**src/rtl/infra_pkg.sv**
```systemverilog
// Shared types and constants for the IR scan controller.
// The AMB state is reachable only when INFRA_AMBIENT_EN is defined.
package infra_pkg;

   typedef enum logic [2:0] {
      IDLE   = 3'd0,
      AMB    = 3'd1,
      SETTLE = 3'd2,
      SAMPLE = 3'd3,
      GAP    = 3'd4,
      DONE   = 3'd5
   } state_t;

   localparam int DEF_N_CH       = 4;
   localparam int DEF_SETTLE_CYC = 500;
   localparam int DEF_SAMPLE_CYC = 64;
   localparam int DEF_GAP_CYC    = 100;
   localparam int DEF_FILT_LEN   = 5;

   function automatic int max3(input int a, input int b, input int c);
      int m;
      m = (a > b) ? a : b;
      return (m > c) ? m : c;
   endfunction

   // Width that holds 0..n-1; never narrower than one bit.
   function automatic int cnt_width(input int n);
      return (n > 1) ? $clog2(n) : 1;
   endfunction

endpackage

```
**src/rtl/infra_scan_ctrl_if.sv**
```systemverilog
// Pin-side bundle of the IR scan controller; amb_fault exists only with
// INFRA_AMBIENT_EN. Levels only, no handshake: hit is valid whenever hit_vld pulses.
interface infra_scan_ctrl_if #(parameter int N_CH = 4);

   logic                  scan_en;
   logic [N_CH-1:0]       rx_in;
   logic [N_CH-1:0]       ir_tx;
   logic [N_CH-1:0]       hit;
   logic                  hit_vld;
   logic                  busy;
   infra_pkg::state_t     dbg_state;
`ifdef INFRA_AMBIENT_EN
   logic [N_CH-1:0]       amb_fault;
`endif

   modport slave (
      input  scan_en, rx_in,
      output ir_tx, hit, hit_vld, busy, dbg_state
`ifdef INFRA_AMBIENT_EN
      , output amb_fault
`endif
   );

   modport master (
      output scan_en, rx_in,
      input  ir_tx, hit, hit_vld, busy, dbg_state
`ifdef INFRA_AMBIENT_EN
      , input amb_fault
`endif
   );

endinterface

```
**src/rtl/infra_glitch_filt.sv**
```systemverilog
// Single-bit stability filter: output follows the input only after more than
// FILT_LEN consecutive equal compares; i_clr zeroes output and history.
module infra_glitch_filt #(
   parameter int FILT_LEN = 5
) (
   input  logic clk,
   input  logic rst_n,
   input  logic i_clr,
   input  logic i_din,
   output logic o_dout
);

   localparam int CW = $clog2(FILT_LEN + 2);
   localparam logic [CW-1:0] CNT_MAX = CW'(FILT_LEN + 1);

   logic          r_prev;
   logic [CW-1:0] r_cnt;
   logic          r_out;
   logic [CW-1:0] w_cnt_nxt;

   // Saturating at FILT_LEN+1 keeps "more than FILT_LEN" a plain equality test.
   always_comb begin
      w_cnt_nxt = '0;
      if (i_din == r_prev) begin
         w_cnt_nxt = (r_cnt == CNT_MAX) ? r_cnt : r_cnt + 1'b1;
      end
   end

   always_ff @(posedge clk or negedge rst_n) begin
      if (!rst_n) begin
         r_prev <= 1'b0;
         r_cnt  <= '0;
         r_out  <= 1'b0;
      end else if (i_clr) begin
         r_prev <= 1'b0;
         r_cnt  <= '0;
         r_out  <= 1'b0;
      end else begin
         r_prev <= i_din;
         r_cnt  <= w_cnt_nxt;
         if (w_cnt_nxt == CNT_MAX) begin
            r_out <= i_din;
         end
      end
   end

   assign o_dout = r_out;

endmodule

```
**src/rtl/infra_scan_ctrl.sv**
```systemverilog
// Time-multiplexed IR emitter/receiver scanner with one shared glitch filter.
// Define INFRA_AMBIENT_EN to add a dark (AMB) measurement before each channel.
module infra_scan_ctrl
   import infra_pkg::*;
#(
   parameter int N_CH       = DEF_N_CH,
   parameter int SETTLE_CYC = DEF_SETTLE_CYC,
   parameter int SAMPLE_CYC = DEF_SAMPLE_CYC,
   parameter int GAP_CYC    = DEF_GAP_CYC,
   parameter int FILT_LEN   = DEF_FILT_LEN
) (
   input logic                clk,
   input logic                rst_n,
   infra_scan_ctrl_if.slave   bus
);

   localparam int CW  = cnt_width(max3(SETTLE_CYC, SAMPLE_CYC, GAP_CYC));
   localparam int CHW = cnt_width(N_CH);

   localparam logic [CW-1:0]  SETTLE_LAST = CW'(SETTLE_CYC - 1);
   localparam logic [CW-1:0]  SAMPLE_LAST = CW'(SAMPLE_CYC - 1);
   localparam logic [CW-1:0]  GAP_LAST    = CW'(GAP_CYC - 1);
   localparam logic [CHW-1:0] CH_LAST     = CHW'(N_CH - 1);

`ifdef INFRA_AMBIENT_EN
   localparam state_t CH_ENTRY = AMB;
`else
   localparam state_t CH_ENTRY = SETTLE;
`endif

   state_t          r_state;
   state_t          w_state_nxt;
   logic [CW-1:0]   r_cnt;
   logic [CHW-1:0]  r_ch;
   logic [CHW-1:0]  w_ch_nxt;
   logic [N_CH-1:0] r_on;
   logic [N_CH-1:0] r_hit;
   logic [N_CH-1:0] w_tx;
   logic [N_CH-1:0] w_hit_nxt;
   logic            w_phase_end;
   logic            w_state_chg;
   logic            w_filt_clr;
   logic            w_filt_in;
   logic            w_filt_out;
`ifdef INFRA_AMBIENT_EN
   logic [N_CH-1:0] r_amb;
   logic [N_CH-1:0] r_amb_fault;
`endif

   always_comb begin
      w_phase_end = 1'b0;
      case (r_state)
`ifdef INFRA_AMBIENT_EN
         AMB:     w_phase_end = (r_cnt == SAMPLE_LAST);
`endif
         SETTLE:  w_phase_end = (r_cnt == SETTLE_LAST);
         SAMPLE:  w_phase_end = (r_cnt == SAMPLE_LAST);
         GAP:     w_phase_end = (r_cnt == GAP_LAST);
         default: w_phase_end = 1'b0;
      endcase
   end

   always_comb begin
      w_state_nxt = r_state;
      w_ch_nxt    = r_ch;
      case (r_state)
         IDLE: begin
            if (bus.scan_en) begin
               w_state_nxt = CH_ENTRY;
               w_ch_nxt    = '0;
            end
         end
`ifdef INFRA_AMBIENT_EN
         AMB:     if (w_phase_end) w_state_nxt = SETTLE;
`endif
         SETTLE:  if (w_phase_end) w_state_nxt = SAMPLE;
         SAMPLE:  if (w_phase_end) w_state_nxt = GAP;
         GAP: begin
            if (w_phase_end) begin
               if (r_ch != CH_LAST) begin
                  w_ch_nxt    = r_ch + 1'b1;
                  w_state_nxt = CH_ENTRY;
               end else begin
                  w_state_nxt = DONE;
               end
            end
         end
         // scan_en is only consulted here, so a mid-scan drop lets the scan finish.
         DONE: begin
            if (bus.scan_en) begin
               w_state_nxt = CH_ENTRY;
               w_ch_nxt    = '0;
            end else begin
               w_state_nxt = IDLE;
            end
         end
         default: w_state_nxt = IDLE;
      endcase
   end

   assign w_state_chg = (w_state_nxt != r_state);
   assign w_filt_clr  = w_state_chg && ((w_state_nxt == SETTLE) || (w_state_nxt == AMB));
   assign w_filt_in   = bus.rx_in[r_ch];

`ifdef INFRA_AMBIENT_EN
   assign w_hit_nxt = r_on & ~r_amb;
`else
   assign w_hit_nxt = r_on;
`endif

   always_ff @(posedge clk or negedge rst_n) begin
      if (!rst_n) begin
         r_state <= IDLE;
         r_cnt   <= '0;
         r_ch    <= '0;
      end else begin
         r_state <= w_state_nxt;
         r_ch    <= w_ch_nxt;
         r_cnt   <= (w_state_chg || (r_state == IDLE)) ? '0 : r_cnt + 1'b1;
      end
   end

   // hit is loaded on the edge into DONE so it changes together with hit_vld.
   always_ff @(posedge clk or negedge rst_n) begin
      if (!rst_n) begin
         r_on  <= '0;
         r_hit <= '0;
      end else begin
         if ((r_state == SAMPLE) && w_phase_end) begin
            r_on[r_ch] <= w_filt_out;
         end
         if ((w_state_nxt == DONE) && (r_state != DONE)) begin
            r_hit <= w_hit_nxt;
         end
      end
   end

`ifdef INFRA_AMBIENT_EN
   always_ff @(posedge clk or negedge rst_n) begin
      if (!rst_n) begin
         r_amb       <= '0;
         r_amb_fault <= '0;
      end else begin
         if ((r_state == AMB) && w_phase_end) begin
            r_amb[r_ch] <= w_filt_out;
         end
         if ((w_state_nxt == DONE) && (r_state != DONE)) begin
            r_amb_fault <= r_amb;
         end
      end
   end

   assign bus.amb_fault = r_amb_fault;
`endif

   // Emitters decode straight from state so an async reset darkens them at once.
   always_comb begin
      w_tx = '0;
      if ((r_state == SETTLE) || (r_state == SAMPLE)) begin
         w_tx[r_ch] = 1'b1;
      end
   end

   infra_glitch_filt #(
      .FILT_LEN (FILT_LEN)
   ) u_filt (
      .clk    (clk),
      .rst_n  (rst_n),
      .i_clr  (w_filt_clr),
      .i_din  (w_filt_in),
      .o_dout (w_filt_out)
   );

   assign bus.ir_tx     = w_tx;
   assign bus.hit       = r_hit;
   assign bus.hit_vld   = (r_state == DONE);
   assign bus.busy      = (r_state != IDLE);
   assign bus.dbg_state = r_state;

endmodule

```
**src/flat_wrapper.sv**
```systemverilog
// flat-port wrapper written by rule: the top's interface ports become plain ports
module infra_scan_ctrl_flat import infra_pkg::*;
#(
   parameter int N_CH       = DEF_N_CH,
   parameter int SETTLE_CYC = DEF_SETTLE_CYC,
   parameter int SAMPLE_CYC = DEF_SAMPLE_CYC,
   parameter int GAP_CYC    = DEF_GAP_CYC,
   parameter int FILT_LEN   = DEF_FILT_LEN
)
  (clk, rst_n, bus_scan_en, bus_rx_in, bus_ir_tx, bus_hit, bus_hit_vld, bus_busy, bus_dbg_state);
  infra_scan_ctrl_if #(.N_CH(N_CH)) bus_i ();
  input logic clk;
  input logic rst_n;
  input wire logic [$bits(bus_i.scan_en)-1:0] bus_scan_en;
  input wire logic [$bits(bus_i.rx_in)-1:0] bus_rx_in;
  output wire logic [$bits(bus_i.ir_tx)-1:0] bus_ir_tx;
  output wire logic [$bits(bus_i.hit)-1:0] bus_hit;
  output wire logic [$bits(bus_i.hit_vld)-1:0] bus_hit_vld;
  output wire logic [$bits(bus_i.busy)-1:0] bus_busy;
  output wire logic [$bits(bus_i.dbg_state)-1:0] bus_dbg_state;
  assign bus_i.scan_en = bus_scan_en;
  assign bus_i.rx_in = bus_rx_in;
  assign bus_ir_tx = bus_i.ir_tx;
  assign bus_hit = bus_i.hit;
  assign bus_hit_vld = bus_i.hit_vld;
  assign bus_busy = bus_i.busy;
  assign bus_dbg_state = bus_i.dbg_state;
  infra_scan_ctrl #(.N_CH(N_CH), .SETTLE_CYC(SETTLE_CYC), .SAMPLE_CYC(SAMPLE_CYC), .GAP_CYC(GAP_CYC), .FILT_LEN(FILT_LEN)) u_core (.clk(clk), .rst_n(rst_n), .bus(bus_i));
endmodule
```
**config.mk**
```make
export PLATFORM = sky130hd
export DESIGN_NAME = infra_scan_ctrl_flat
export DESIGN_NICKNAME = d
export VERILOG_FILES = /design/src/rtl/infra_pkg.sv /design/src/rtl/infra_scan_ctrl_if.sv /design/src/rtl/infra_glitch_filt.sv /design/src/rtl/infra_scan_ctrl.sv /design/src/flat_wrapper.sv
export SDC_FILE = /design/constraint.sdc
export NUM_CORES = 1
export LEC_CHECK = 0
export CAP_MARGIN = 20
export CORE_ASPECT_RATIO = 1.1
export CORE_MARGIN = 2
export CORE_UTILIZATION = 40
export DETAILED_ROUTE_END_ITERATION = 12
export RECOVER_POWER = 25
export SLEW_MARGIN = 20
export SYNTH_ARGS = -nofsm -noshare
export SYNTH_HDL_FRONTEND = slang
export SYNTH_SLANG_ARGS = --single-unit
```
**constraint.sdc**
```tcl
create_clock -name clk -period 2.2 [get_ports clk]
set_input_delay 0.44 -clock clk [delete_from_list [all_inputs] [get_ports clk]]
set_output_delay 0.44 -clock clk [all_outputs]
set_load 0.1 [all_outputs]
```
==> qor.csv <==
stage,metric,value,unit
run_status,status,finished clean,
hold_path,Worst Hold Class,reg2reg,
clock_network,CTS max path bufs,2,
drt,vias per inst,5.19,
critical_path,CP Data Required Time,2.37,ns
critical_path,crit path max fanout,7,
pwr,Sw Share,23.1,%
timing,Slew headroom,46.3,%
critical_path,Arrival @ worst endpoint,2.31,ns
grt,vias in the first global route,1238,
yosys,Yosys reg bits,27,
place,Final HPWL DP,2.50,mm
critical_path,worst setup path start,u_core.bus.dbg_state[0]$_DFF_PN0_,
pwr,Comb power frac,8.7,%
critical_path,cell family with most CP delay,simple AND/OR/NAND/NOR gates,
grt,total track usage,16.5,%
critical_path,crit path kind,reg2reg,
critical_path,Worst setup SP type,flip-flop,
critical_path,endpoint type of the worst setup path,flip-flop,
place,IO Port Bufs,19,
clock_network,TritonCTS clock tree,built,
floorplan,Horiz. Die Dim,63.3,um
drt,vias,1178,
grt,global-route wire length before repair,5.78,mm
yosys,cells after synthesis,149,
clock_network,TritonCTS buffer count,3,
critical_path,Crit path depth,6,
flow_run,max-cap violation count,0,
yosys,Synth Cell Area,0.00155,mm^2
pwr,Power Internal,671,uW
yosys,syn nets,163,
floorplan,row count,23,
timing,Period minus WS final,2.14,ns
timing,final hold vios,0,
pwr,leakage,0.892,nW
timing,worst-margin pin slew,0.805,ns
yosys,Yosys warning total,0,
floorplan,die height,69.2,um
timing,final worst-path cycle share,97.3,%
clock_network,clock transition at the registers of the reported paths,0.09,ns
timing,setup TNS,0,ns
timing,"Slew Viols, Final",0,
timing,Final setup viols,0,
critical_path,end of the critical path,u_core.r_on[2]$_DFFE_PN0P_,
timing,RSZ-0062 raised after global routing,true,
clock_network,Post-CTS Hold Buffers,0,
layout,"most common cell after layout, fill and taps aside",dfrtp_1,
pwr,Switching Power,201,uW
layout,share of cells above drive strength 1,28.2,%
layout,post-route cell area,0.00198,mm^2
drt,antenna-violating nets left,0,
clock_network,H-Tree Depth,1,
clock_network,insertion delay to the later sink of the worst-skew pair,0.28,ns
critical_path,R2R depth,6,
drt,DRT Pass-1 Iters,4,
yosys,mean area per synthesized cell,10.4,um^2
floorplan,initial core utilization,42.0,%
layout,Ant. Diodes,0,
timing,Layout Skew,0.00405,ns
yosys,largest family of logic cells by synthesized area,simple AND/OR/NAND/NOR gates,
critical_path,worst path cell trace,and3b_1 > or4b_4 > a211oi_4 > buf_6 > nand4_1 > mux2_4,
floorplan,io pins,20,
layout,P&R area growth vs syn,27.8,%
drt,DRC errors left,0,
grt,initial antenna violation count,0,
layout,most frequent cells in the layout,"24 x dfrtp_1, 16 x buf_4, 14 x nor2_1",
drt,final wirelength,3.19,mm
critical_path,R2R setup slack,0.06,ns
grt,largest net degree at the start of global routing,16,
critical_path,CP max stage cell,or4b_4,
floorplan,area of the core,0.00368,mm^2
critical_path,CP peak stage delay,0.50,ns
yosys,Post-Synth Simple-Gate Area,23.6,%
timing,fmax,467,MHz
pwr,Max IR drop VDD,239,uV
grt,grt total ovfl,0,
yosys,"Seq/Total Area, Yosys",43.7,%
place,routability cong.,0.839,
pwr,Total Power,873,uW
floorplan,overall die area,0.00438,mm^2
drt,DR iter-0 viols,39,
yosys,synthesized-area fraction occupied by xor and xnor cells,6.22,%
clock_network,CTS sink cnt,27,
critical_path,worst reg2reg startpoint,u_core.bus.dbg_state[0]$_DFF_PN0_,
yosys,adder-cell area share of the yosys netlist,5.66,%
pwr,power per cell area,441,mW/mm^2
clock_network,root buffer cell,clkbuf_8,
layout,Nets,192,
drt,DR WL/cell,14.0,um
pwr,Clk pwr share,32.1,%
yosys,compound-gate portion of the synthesized area,8.81,%
pwr,register share of total power,59.2,%
yosys,share of synthesized area spent on multiplexers,7.92,%
critical_path,capturing point of the worst reg2reg path,u_core.r_on[2]$_DFFE_PN0P_,
yosys,Synth cell types,42,
critical_path,WP buf/inv,1,
place,Post-DP Area,0.00191,mm^2
worst register-to-register path, stage by stage (launching register included):
cell and delay (ns):
dfrtp_4 0.48, and3b_1 0.20, or4b_4 0.50, a211oi_4 0.27
buf_6 0.16, nand4_1 0.11, mux2_4 0.31
Yosys cell counts:
cell / number / share of area, %
buf_2: 3 / 0.97
xor2_1: 4 / 2.3
and3b_1: 2 / 1.1
ha_1: 7 / 5.7
and4b_1: 1 / 0.65
and2_1: 5 / 2.0
a22o_1: 2 / 1.1
and3_1: 4 / 1.6
inv_1: 7 / 1.7
or3_1: 2 / 0.81
o2111a_1: 1 / 0.73
mux2_2: 4 / 2.9
nand4_2: 1 / 0.81
or4b_4: 1 / 0.89
nor2_1: 15 / 3.6
clkbuf_1: 3 / 0.73
buf_6: 1 / 0.73
mux2i_1: 1 / 0.65
nor2b_1: 1 / 0.40
nand3b_1: 1 / 0.49
nor4b_1: 2 / 1.1
nor4_1: 1 / 0.40
nor3_1: 3 / 0.97
or3b_2: 1 / 0.57
a211oi_4: 1 / 1.3
nand2_1: 6 / 1.5
o211ai_1: 4 / 1.9
nor3b_1: 2 / 0.97
o31ai_1: 1 / 0.49
xnor2_1: 7 / 4.0
o21ai_0: 3 / 0.97
a211oi_1: 2 / 0.97
mux4_2: 1 / 1.5
mux2_1: 4 / 2.9
o22ai_1: 1 / 0.40
dfrtp_1: 27 / 44
nand3_1: 7 / 2.3
nand4b_1: 1 / 0.57
nand2b_1: 2 / 0.81
nand4_1: 5 / 2.0
a221oi_1: 1 / 0.57
a21oi_1: 1 / 0.32
worst min-delay path by stage:
stage,end,startpoint,cells past startpoint,slack (ns)
floorplan,u_core.bus.hit[0]$_DFFE_PN0P_,rst_n,0,0.14
global placement,u_core.r_cnt[0]$_DFF_PN0_,u_core.r_cnt[0]$_DFF_PN0_,1,0.47
detailed placement,u_core.r_on[1]$_DFFE_PN0P_,u_core.r_on[1]$_DFFE_PN0P_,1,0.48
CTS,u_core.r_cnt[0]$_DFF_PN0_,u_core.r_cnt[0]$_DFF_PN0_,1,0.49
global route,u_core.r_cnt[0]$_DFF_PN0_,u_core.r_cnt[0]$_DFF_PN0_,1,0.52
finish,u_core.r_cnt[0]$_DFF_PN0_,u_core.r_cnt[0]$_DFF_PN0_,1,0.49
power groups by stage:
stage / clock network (mW) / registers [mW] / logic [mW]
6_report: 0.281 / 0.517 / 0.0757
5_1_grt: 0.305 / 0.519 / 0.0874
3_5_place_dp: 0 / 0.526 / 0.0797
2_1_floorplan: 0 / 0.524 / 0.0453
3_3_place_gp: 0 / 0.525 / 0.0740
4_1_cts: 0.290 / 0.516 / 0.0797
what timing repair did:
item                                    in CTS  in global routing
resized for setup                            0                  6
endpoints found under the setup margin       0                 15
setup buffers                                0                  1
per-stage QoR:
step / hold slack, ns / cells / util, % / setup slack [ns]
6_report: 0.490 / 227 / 53.7 / 0.0602
5_1_grt: 0.519 / 227 / 53.7 / -0.0241
4_1_cts: 0.494 / 226 / 53.2 / 0.0116
3_5_place_dp: 0.477 / 222 / 51.9 / 0.0307
3_3_place_gp: 0.474 / 222 / 51.9 / 0.0738
2_1_floorplan: 0.144 / 149 / - / -0.208
layout make-up:
type,instances,area [um^2]
clock inverters,1,5.00
inverters,7,26.3
multi-input cells,108,837
repair buffers,31,319
well taps,50,62.6
fillers,365,1710
clock buffers,3,41.3
flip-flops and latches,27,687
metal layers:
layer	GRT usage, %	part of all wire, %
met1	21.0	43
met5	0	0
met4	5.31	1.3
met2	28.6	52
met3	2.44	3.9
sequential cells by signal, summed over array words and instances (netlist names):
register / count
u_core.bus.dbg_state: 3
u_core.bus.hit: 4
u_core.r_ch: 2
u_core.r_cnt: 9
u_core.r_on: 4
u_core.u_filt.o_dout: 1
u_core.u_filt.r_cnt: 3
u_core.u_filt.r_prev: 1
cells by family (layout without fill, tap and decap cells):
family / count (synthesis) / after routing
xor gates and xnor gates: 11 / 11
AOI/OAI and AO/OA: 17 / 17
buffers and inverters: 14 / 42
DFF: 27 / 27
adders and majority gates: 7 / 7
and+or+nand+nor: 63 / 63
muxes: 10 / 10
No activity file was read; power rests on OpenSTA's default activity.
